<file path="src/rtl/fb_rect_fill_160x120.sv">
// Rectangle-fill engine in front of the 160x120 framebuffer write port.
// A latched rectangle command is written one pixel per clock, clipped to the
// screen. MCU single-pixel writes pass through with priority and stall the
// fill without losing any pixel. FB_* outputs are registered (1-cycle latency).
module fb_rect_fill_160x120 #(
    parameter int unsigned H_RES = 160,
    parameter int unsigned V_RES = 120
) (
    input  logic        CLK_50MHz,
    input  logic        RESET,
    input  logic        START,
    input  logic [7:0]  X0,
    input  logic [6:0]  Y0,
    input  logic [7:0]  W,
    input  logic [6:0]  H,
    input  logic [15:0] COLOR,
    input  logic [14:0] MCU_WA,
    input  logic [15:0] MCU_WD,
    input  logic        MCU_WE,
    output logic [14:0] FB_WA,
    output logic [15:0] FB_WD,
    output logic        FB_WE,
    output logic        BUSY,
    output logic        DONE
);

    localparam logic [8:0]  X_LIM  = 9'(H_RES);
    localparam logic [7:0]  Y_LIM  = 8'(V_RES);
    localparam logic [14:0] STRIDE = 15'(H_RES);

    typedef enum logic [1:0] {
        IDLE,
        SETUP,
        FILL,
        FINISH
    } state_t;

    state_t state;
    state_t state_next;

    // Latched command
    logic [7:0]  x0_q;
    logic [6:0]  y0_q;
    logic [7:0]  w_q;
    logic [6:0]  h_q;
    logic [15:0] color_q;

    // Fill walker
    logic [7:0]  x;
    logic [6:0]  y;
    logic [14:0] row_base;
    logic [8:0]  x_end;
    logic [7:0]  y_end;

    // Setup-time calculations, widened so the sums cannot wrap
    logic [8:0]  x_sum;
    logic [7:0]  y_sum;
    logic [8:0]  x_end_calc;
    logic [7:0]  y_end_calc;
    logic [14:0] row_base_calc;
    logic        cmd_empty;

    // Walker position flags and control strobes
    logic        last_col;
    logic        last_row;
    logic        accept;
    logic        fill_go;
    logic [14:0] fill_addr;

    // Clip bounds, empty-command detection and shift-add row base (Y0*160)
    always_comb begin
        x_sum         = {1'b0, x0_q} + {1'b0, w_q};
        y_sum         = {1'b0, y0_q} + {1'b0, h_q};
        x_end_calc    = (x_sum < X_LIM) ? x_sum : X_LIM;
        y_end_calc    = (y_sum < Y_LIM) ? y_sum : Y_LIM;
        cmd_empty     = (w_q == '0) || (h_q == '0) ||
                        ({1'b0, x0_q} >= X_LIM) || ({1'b0, y0_q} >= Y_LIM);
        // 160 = 128 + 32, so the row base needs only two shifted copies of Y0
        row_base_calc = ({8'b0, y0_q} << 7) + ({8'b0, y0_q} << 5);
    end

    // Walker position relative to the clipped rectangle
    always_comb begin
        last_col  = ({1'b0, x} == (x_end - 9'd1));
        last_row  = ({1'b0, y} == (y_end - 8'd1));
        fill_addr = row_base + {7'b0, x};
    end

    // State register
    always_ff @(posedge CLK_50MHz) begin
        if (RESET) begin
            state <= IDLE;
        end else begin
            state <= state_next;
        end
    end

    // Next-state logic
    always_comb begin
        state_next = state;
        unique case (state)
            IDLE: begin
                if (START) begin
                    state_next = SETUP;
                end
            end
            SETUP: begin
                state_next = cmd_empty ? FINISH : FILL;
            end
            FILL: begin
                if (!MCU_WE && last_col && last_row) begin
                    state_next = FINISH;
                end
            end
            FINISH: begin
                state_next = IDLE;
            end
            default: begin
                state_next = IDLE;
            end
        endcase
    end

    // Status outputs and fill/accept strobes decoded from the current state
    always_comb begin
        BUSY    = (state != IDLE);
        DONE    = (state == FINISH);
        accept  = (state == IDLE) && START;
        fill_go = (state == FILL) && !MCU_WE;
    end

    // Command latch and raster walker
    always_ff @(posedge CLK_50MHz) begin
        if (RESET) begin
            x0_q     <= '0;
            y0_q     <= '0;
            w_q      <= '0;
            h_q      <= '0;
            color_q  <= '0;
            x        <= '0;
            y        <= '0;
            row_base <= '0;
            x_end    <= '0;
            y_end    <= '0;
        end else begin
            if (accept) begin
                x0_q    <= X0;
                y0_q    <= Y0;
                w_q     <= W;
                h_q     <= H;
                color_q <= COLOR;
            end
            if (state == SETUP) begin
                x        <= x0_q;
                y        <= y0_q;
                row_base <= row_base_calc;
                x_end    <= x_end_calc;
                y_end    <= y_end_calc;
            end
            // A stalled cycle leaves the walker untouched, so no pixel is dropped
            if (fill_go) begin
                if (last_col) begin
                    x        <= x0_q;
                    y        <= y + 7'd1;
                    row_base <= row_base + STRIDE;
                end else begin
                    x <= x + 8'd1;
                end
            end
        end
    end

    // Registered write port: MCU write wins, otherwise the fill pixel; hold when idle
    always_ff @(posedge CLK_50MHz) begin
        if (RESET) begin
            FB_WA <= '0;
            FB_WD <= '0;
            FB_WE <= 1'b0;
        end else if (MCU_WE) begin
            FB_WA <= MCU_WA;
            FB_WD <= MCU_WD;
            FB_WE <= 1'b1;
        end else if (fill_go) begin
            FB_WA <= fill_addr;
            FB_WD <= color_q;
            FB_WE <= 1'b1;
        end else begin
            FB_WE <= 1'b0;
        end
    end

endmodule
</file>
<file path="config.mk">
export PLATFORM = sky130hd
export DESIGN_NAME = fb_rect_fill_160x120
export DESIGN_NICKNAME = d
export VERILOG_FILES = /design/src/rtl/fb_rect_fill_160x120.sv
export SDC_FILE = /design/constraint.sdc
export NUM_CORES = 1
export LEC_CHECK = 0
export BUFFER_PORTS_ARGS = -buffer_cell sky130_fd_sc_hd__buf_4
export CORE_MARGIN = 1
export CORE_UTILIZATION = 36
export DETAILED_ROUTE_END_ITERATION = 16
export PLACE_DENSITY_LB_ADDON = 0.12
export SLEW_MARGIN = 20
export SYNTH_ARGS = -nofsm -noshare
export SYNTH_HDL_FRONTEND = slang
export SYNTH_SLANG_ARGS = --single-unit
</file>
<file path="constraint.sdc">
create_clock -name CLK_50MHz -period 2.75 [get_ports CLK_50MHz]
set_input_delay 0.275 -clock CLK_50MHz [delete_from_list [all_inputs] [get_ports CLK_50MHz]]
set_output_delay 0.275 -clock CLK_50MHz [all_outputs]
set_load 0.02 [all_outputs]
</file>
# ---- Word level (Yosys, flattened, before mapping)
# Cells that the tools add are included.
dict set report word_totals {
  regBits 127
  latchBits 0
  ramBits 0
  rom_bits 0
  input_bits 81
  output_inout_bits 34
  elab_cells 70
  memories 0
}
dict set report op_classes {
  n_addsub 9
  mul 0
  div_mod_pow 0
  n_lt_le_gt_ge 4
  eq_ne 7
  shifts 0
  muxes 21
  n_bitwise 0
  reduce_logical 15
}
# cell n
set ops {}
lappend ops {{$mux 15} 5}
lappend ops {{$mux 16} 2}
lappend ops {{$mux 8} 4}
lappend ops {{$mux 7} 3}
lappend ops {{$add 14x12->15} 1}
lappend ops {{$add 15x8->15} 1}
lappend ops {{$add 15x8->15 const B} 1}
lappend ops {{$add 8x8->9} 1}
lappend ops {{$eq 8x9->1} 1}
lappend ops {{$lt 9x8->1 const B} 1}
lappend ops {{$mux 9} 1}
lappend ops {{$sub 9x1->9 const B} 1}
lappend ops {{$add 7x7->8} 1}
lappend ops {{$add 8x1->8 const B} 1}
lappend ops {{$eq 7x8->1} 1}
lappend ops {{$ge 8x8->1 const B} 1}
lappend ops {{$logic_not 8->1} 1}
lappend ops {{$lt 8x7->1 const B} 1}
lappend ops {{$pmux 2 s4} 1}
lappend ops {{$sub 8x1->8 const B} 1}
lappend ops {{$add 7x1->7 const B} 1}
lappend ops {{$ge 7x7->1 const B} 1}
lappend ops {{$logic_not 7->1} 1}
lappend ops {{$reduce_bool 2->1} 3}
lappend ops {{other kinds (10)} 20}

# ---- Depth between registers and ports, before layout
# Gate-level depths: netlist of the first run.
dict set report logic_depth {
  word_depth 6
  depth_mapped 10
  depth_no_buf 10
}

# ---- Worst setup path before layout of the first run
# No wires, ideal clock.
dict set report synth_timing {
  path_type {reg-to-reg}
  startpoint {register h_q[0]}
  endpoint {register y_end[0]}
  setup_time_ps 117
  arrival_ps 2389
  setup_slack_ps 243
  path_stages_with_launch 10
  n_path_buf 0
  synth_period_minus_slack_ps 2507
  path_cell_list {dfxtp_1 > ha_1 > fa_1 > a21o_1 > a21oi_1 > o21bai_1 > a21oi_1 > xor2_1 > or4_1 > a32o_1}
}
dict set report synth_between {
  elab_chain_len 3
}
# item line
set synth_lines {}
lappend synth_lines {{start: declaration} 45} ;# logic [6:0] h_q;
lappend synth_lines {{start signal: assignment} 138} ;# h_q <= '0;
lappend synth_lines {{start signal: assignment} 150} ;# h_q <= H;
lappend synth_lines {{$add 7x7->8 (*)} 73} ;# y_sum = {1'b0, y0_q} + {1'b0, h_q};
lappend synth_lines {{$lt 8x7->1} 75} ;# y_end_calc = (y_sum < Y_LIM) ? y_sum : Y_LIM;
lappend synth_lines {{$mux 8 (*)} 75}
lappend synth_lines {{end signal: assignment} 158} ;# y_end <= y_end_calc;
lappend synth_lines {{end: declaration} 53} ;# logic [7:0] y_end;
# Mark *: on every way between the ends. The rest lies on a longest branch, timed or not.
# A chain may end at the register's enable or synchronous reset.

# ---- Worst setup path after layout of the first run
# Ends and elaborated chain as after synthesis.

==> run metrics, run 1 <==
slew margin rel. between 40% and 50%; Congestion Overflow GR 0; routed len/inst 15.23 µm; number of setup violations in the final report 0; area occupied by registers 2542 µm²; postcts setup bufs 0; Tcrit/Tclk final 94.08%; crit path cell chain ha_1 > fa_1 > a21o_1 > a21oi_2 > o21bai_1 > a21oi_1 > xor2_1 > or4_4 > a32o_1; drt total wl 19680 µm; critical path type flip-flop to flip-flop; synth warn 0; Final Total Pwr ~7.4 mW; H-tree Lvls 4; worst-path fanout max 3; CP Data Required Time roughly 3.1 ns; total CTS buffers 17; row cnt 51; Unique masters post-synth 69; # clock sinks 127; maxcap violations 0; Layout area overhead 26.93%; Vias between 6000 and 7000; DRC 0; antenna-violating nets left 0; Final Util a little under half; Core Area between 15000 and 20000 µm²; largest net degree at the start of global routing 65; Initial Utilization 36.73%; vias in the first global route between 6000 and 7000; worst skew pair latency 0.43 ns; Pins Over Slew Limit 0; DIE AREA 20430 µm²; Die Y 142.9 µm; Leak 3.714 nW; # port buffers 114; initial antenna violation count 0; Max Fclk ~390 MHz; GRT Util Overall approximately a fifth; die width between 100 and 150 µm; first-pass GRT wire length 32750 µm; fin crit period 2.587 ns; CP top delay family compound AO/OA/AOI/OAI gates; outcome complete, no violations; Final Skew approximately 0.017 ns; max incr delay on CP 0.56 ns; CP Data Arrival Time ~2.9 ns; number of synthesized flops with an enable pin 0; filler-free cell count of the finished design 1292; cts hold-fix bufs 0; DR pass1 iterations 4; Yosys reg bits 127; final hold vios 0; startpoint types flip-flop; Clock Tree Root clkbuf_16; Crit. End Element flip-flop; Multi-input gate area between 4000 and 5000 µm²; HP Class primary input to flip-flop; Inst Count DP around 1300; Cells after Synth 893; syn_nets 1016; number of nets in the layout 1137; vias per std cell a little over 5; Buf/Inv on CP 0; post_cts resized 0; 1st-iter DRT viols approximately 310; final setup TNS 0 ns; IO Pins ~120; Mapped Area 7149 µm²; total power per unit cell area 820.9 nW/µm²; Slew @ Worst Pin 0.7503 ns; Routability Congestion 0.7968; register area share after synthesis ~36%; Mapped Avg Cell Area between 8 and 9 µm²; fraction of layout cells with a size suffix above 1 19.86%; Worst VDD drop 0.0004533 V; RSZ-0062 raised after global routing no; predominant post-synthesis flop cell dfxtp_1; CTS tree built; hpwl dp 14510 µm; Post-synth ARST share 0%; fillcell total 2026; Inserted Diodes 0; clk slew on worst S/H paths around 0.060 ns; Clock Path Buffers 2; slowest cell on the critical path or4_4
-- layout by cell type, fill, tap and decap left out, drive strengths merged, types with 5 or more instances in the layout --
cell type / instances
a21oi: 104
ha: 38
nand3: 18
xor2: 14
a211oi: 13
o21bai: 5
nor4: 9
nor3: 24
or3: 8
xnor2: 27
and2: 13
a32o: 6
mux2i: 23
a221oi: 8
a31oi: 13
inv: 34
nor2b: 15
nor2: 82
nand3b: 9
a311oi: 7
nand2: 127
nor3b: 8
and3: 9
clkbuf: 20
dfxtp: 127
a21o: 10
clkinv: 5
o21ai: 35
buf: 151
-- layer usage --
| metal | share of wire [%] | up-vias | GRT usage, % | wire length (µm) |
|---|---|---|---|---|
| li1 | - | 3420 | - | - |
| met2 | 45 | 113 | 31.99 | 8834 |
| met3 | 3.5 | 11 | 3.890 | 694 |
| met5 | 0 | - | 0 | 0 |
| met4 | 0.86 | 0 | 5.150 | 170 |
| met1 | 51 | 3007 | 28.33 | 9981 |
-- final cells by class --
type | count | area share (%)
multi-input cells | 684 | 47.75
flip-flops and latches | 127 | 28.02
repair buffers | 151 | 12.63
clock buffers | 20 | 4.812
well taps | 265 | 3.654
clock inverters | 12 | 1.779
inverters | 33 | 1.365
-- cell families (layout without fill, tap and decap cells) --
family / after synthesis / in the layout / synth area share [%]
simple gates: 339 / 339 / 22.65
compound gates: 239 / 239 / 21.44
flops: 127 / 127 / 35.56
buf+inv: 82 / 216 / 4.340
fa+ha+maj: 42 / 42 / 7.770
xor+xnor: 41 / 41 / 5.023
mux: 23 / 23 / 3.220
-- sequential cells by signal (all words and copies together) (netlist names) --
register / flops
FB_WD: 16
color_q: 16
FB_WA: 15
row_base: 15
x_end: 9
w_q: 8
x0_q: 8
x: 8
y_end: 8
h_q: 7
y0_q: 7
y: 7
state: 2
FB_WE: 1
-- tightest hold or removal path, delay by kind of cell --
kind	cells	cell delay (ns)
and+or+nand+nor	1	0.07
AOI/OAI and AO/OA	1	0.05
buffers and inverters	1	0.08
-- synthesized netlist by cell type (4+ instances only) --
master	number	share of area [%]
nand2_1	127	6.7
ha_1	38	6.7
a221oi_1	8	0.98
fa_1	4	1.1
nor3_1	21	1.5
nand3_1	18	1.3
nand3b_1	9	0.94
xnor2_1	27	3.3
o21bai_1	5	0.53
and2_1	13	1.1
a21oi_1	103	7.2
inv_1	32	1.7
buf_1	13	0.68
and3_1	9	0.79
clkbuf_1	34	1.8
xor2_1	14	1.7
nor4_1	9	0.79
mux2i_1	23	3.2
nand4_1	4	0.35
a21o_1	10	1.1
or3_1	8	0.70
a31oi_1	12	1.1
nor2_1	81	4.3
a211oi_1	13	1.4
a32o_1	6	0.84
o21ai_0	34	2.4
nor3b_1	8	0.84
nor2b_1	15	1.3
a311oi_1	7	0.86
dfxtp_1	127	36
-- through the flow --
| step | setup slack [ns] | area [µm²] | hold WS (ns) |
|---|---|---|---|
| final | 0.1627 | 9075 | 0.08590 |
| after global routing | 0.009060 | 9075 | 0.07302 |
| after CTS | 0.05808 | 9041 | 0.06553 |
| after detailed placement | 0.09363 | 8443 | 0.4493 |
| after global placement | 0.1426 | 8443 | 0.4438 |
| after floorplan | 0.2433 | 7149 | 0.4110 |
-- power breakdown --
group	switching [mW]	total (mW)	internal [mW]
clock	0.874	2.31	1.43
combinational	1.56	2.71	1.16
sequential	0.305	2.43	2.12
-- worst paths after layout --
kind	startpoint	to	slack, ns	cells past startpoint
worst max-delay path	h_q[0]$_SDFFE_PP0P_	y_end[0]$_SDFFE_PP0P_	0.16	9
worst min-delay path	MCU_WD[4]	FB_WD[4]$_SDFFE_PP0P_	0.09	3
worst max register to register	h_q[0]$_SDFFE_PP0P_	y_end[0]$_SDFFE_PP0P_	0.16	9
worst min register to register	color_q[8]$_SDFFE_PP0P_	color_q[8]$_SDFFE_PP0P_	0.46	2
(Power assumes the default switching activity.)
==> inputs of run 2 (changes only) <==
CORE_UTILIZATION = 57   (was 36)
GPL_TIMING_DRIVEN = 0   (was default)
==> run metrics, run 2 (synthesis gave the netlist of run 1 again) <==
HP Class primary input to flip-flop (unchanged); number of nets in the layout 1154 (was 1137); Inserted Diodes 0 (unchanged); Clock Path Buffers 2 (unchanged); max incr delay on CP 0.44 ns (was 0.56 ns); GRT Util Overall 31.98% (was 20.34%); # port buffers 114 (unchanged); die width 114.0 µm (was 142.9 µm); routed len/inst 16.88 µm (was 15.23 µm); R2R setup slack 0.11 ns (was 0.16 ns); IO Pins 115 (unchanged); vias per std cell 5.850 (was 5.070); total power per unit cell area 843.5 nW/µm² (was 820.9 nW/µm²); DIE AREA 12990 µm² (was 20430 µm²); largest net degree at the start of global routing 17 (was 65); hpwl dp 14580 µm (was 14510 µm); first-pass GRT wire length 32410 µm (was 32750 µm); number of setup violations in the final report 0 (unchanged); worst skew pair latency 0.43 ns (about the same); fraction of layout cells with a size suffix above 1 18.30% (was 19.86%); H-tree Lvls 4 (unchanged); Most common cell on crit path inv_1; Initial Utilization 59.03% (was 36.73%); antenna-violating nets left 0 (unchanged); Pins Over Slew Limit 0 (unchanged); fin crit period 2.645 ns (was 2.587 ns); drt total wl 20450 µm (was 19680 µm); CP Data Required Time 3.06 ns (about the same); Buf/Inv on CP 2 (was 0); Congestion Overflow GR 0 (unchanged); row cnt 40 (was 51); commonest cells after routing, fill and taps aside nand2_1 (126), dfxtp_1 (121), buf_4 (120) (was buf_4 (150), dfxtp_1 (127), nand2_1 (127)); slowest cell on the critical path dfxtp_1 (was or4_4); Clock Tree Root clkbuf_16 (unchanged); area occupied by registers 2550 µm² (was 2542 µm²); maxcap violations 0 (unchanged); Inst Count DP 1175 (was 1260); filler-free cell count of the finished design 1212 (was 1292); Slew @ Worst Pin 0.7624 ns (was 0.7503 ns); vias in the first global route 6753 (was 6333); Vias 7090 (was 6551); fillcell total 955 (was 2026); CTS tree built (unchanged); DRC 0 (unchanged); Tcrit/Tclk final 96.18% (was 94.08%); Layout area overhead 25.74% (was 26.93%); 1st-iter DRT viols 600 (was 306); Die Y 114.0 µm (was 142.9 µm); Hold Worst Slack 0.07627 ns (was 0.08590 ns); Multi-input gate area 4375 µm² (was 4333 µm²); commonest non-fill, non-tap cell in the layout nand2_1 (was buf_4); Final Skew 0.01026 ns (was 0.01734 ns); slew margin rel. 48.99% (was 49.98%); critical path type flip-flop to flip-flop (unchanged); CP top delay family compound AO/OA/AOI/OAI gates (unchanged); Leak 3.649 nW (was 3.714 nW); Worst VDD drop 0.0006779 V (was 0.0004533 V); final hold vios 0 (unchanged); # clock sinks 127 (unchanged); Top Registers FB_WD: 16 flops, color_q: 16 flops (unchanged); Routability Congestion 0.8941 (was 0.7968); outcome complete, no violations (unchanged); clk slew on worst S/H paths 0.06 ns (about the same); CP Data Arrival Time 2.96 ns (was 2.90 ns); worst-path fanout max 6 (was 3); crit path cell chain ha_1 > inv_1 > fa_1 > inv_1 > a21oi_1 > o21bai_1 > a31o_2 > mux2i_1 > o32ai_4 > a32o_1 (was ha_1 > fa_1 > a21o_1 > a21oi_2 > o21bai_1 > a21oi_1 > xor2_1 > or4_4 > a32o_1); total CTS buffers 17 (unchanged); Crit. End Element flip-flop (unchanged); Max Fclk 378.1 MHz (was 386.5 MHz); DR pass1 iterations 5 (was 4); Core Area 12110 µm² (was 19460 µm²); startpoint types flip-flop (unchanged); initial antenna violation count 0 (unchanged)
run 2: cell count changes in the layout (fill, tap and decap cells not counted), moves of 2 or more:
cell / change
buf_4: -30
buf_2: +2
dfxtp_2: +6
bufinv_16: +2
clkinv_4: -2
buf_1: +12
clkinv_2: +3
clkbuf_1: +28
dfxtp_1: -6
clkbuf_2: +3
run 2: worst paths after layout:
path	from	end	depth (start not counted)
worst max-delay path	x0_q[0]$_SDFFE_PP0P_	x_end[0]$_SDFFE_PP0P_	10
worst min-delay path	MCU_WD[3]	FB_WD[3]$_SDFFE_PP0P_	3
worst max register to register	x0_q[0]$_SDFFE_PP0P_	x_end[0]$_SDFFE_PP0P_	10
worst min register to register	color_q[1]$_SDFFE_PP0P_	color_q[1]$_SDFFE_PP0P_	2
run 2: per-stage QoR:
step,utilization (%),power [mW],TNS (ns),setup slack [ns],cell area [µm²]
3_5_place_dp,67.83,5.005,-1.616,-0.1291,8215
5_1_grt,74.23,7.975,-0.06437,-0.03784,8990
3_3_place_gp,67.83,4.953,-0.8957,-0.08598,8215
6_report,74.23,7.583,0,0.1051,8990
2_1_floorplan,-,4.259,0,0.2433,7149
4_1_cts,73.47,7.519,0,0.002655,8899
run 2: repair_timing:
| action | in CTS | in global routing |
|---|---|---|
| endpoints found under the setup margin | 26 | 44 |
| hold buffers | 0 | 0 |
| pin swaps | 0 | 3 |
| resized for setup | 7 | 19 |
| setup buffers | 0 | 6 |
run 2: routing by layer:
layer / global-route usage, % / vias up / share of wire, %
li1: - / 3454 / -
met1: 39.23 / 3355 / 43
met2: 55.03 / 237 / 49
met3: 6.164 / 44 / 5.5
met4: 12.81 / 0 / 2.5
met5: 0 / - / 0
run 2: report_power, final:
group          leakage [nW]  internal [mW]  switching, mW
Combinational          2.30           1.06           1.58
Clock                 0.305           1.60          0.871
Sequential             1.04           2.13          0.345
run 2: worst register-to-register path, cell delays in order (launching register included):
cell	delay [ns]
dfxtp_1	0.44
ha_1	0.21
inv_1	0.05
fa_1	0.40
inv_1	0.07
a21oi_1	0.06
o21bai_1	0.28
a31o_2	0.25
mux2i_1	0.33
o32ai_4	0.17
a32o_1	0.28
run 2: area by class of cell:
type	count	area share (%)
plain buffers	48	2.074
clock buffers	17	4.732
clock inverters	15	2.422
inverters	33	1.378
multi-input cells	684	48.67
flip-flops and latches	127	28.36
well taps	168	2.338
repair buffers	120	10.02
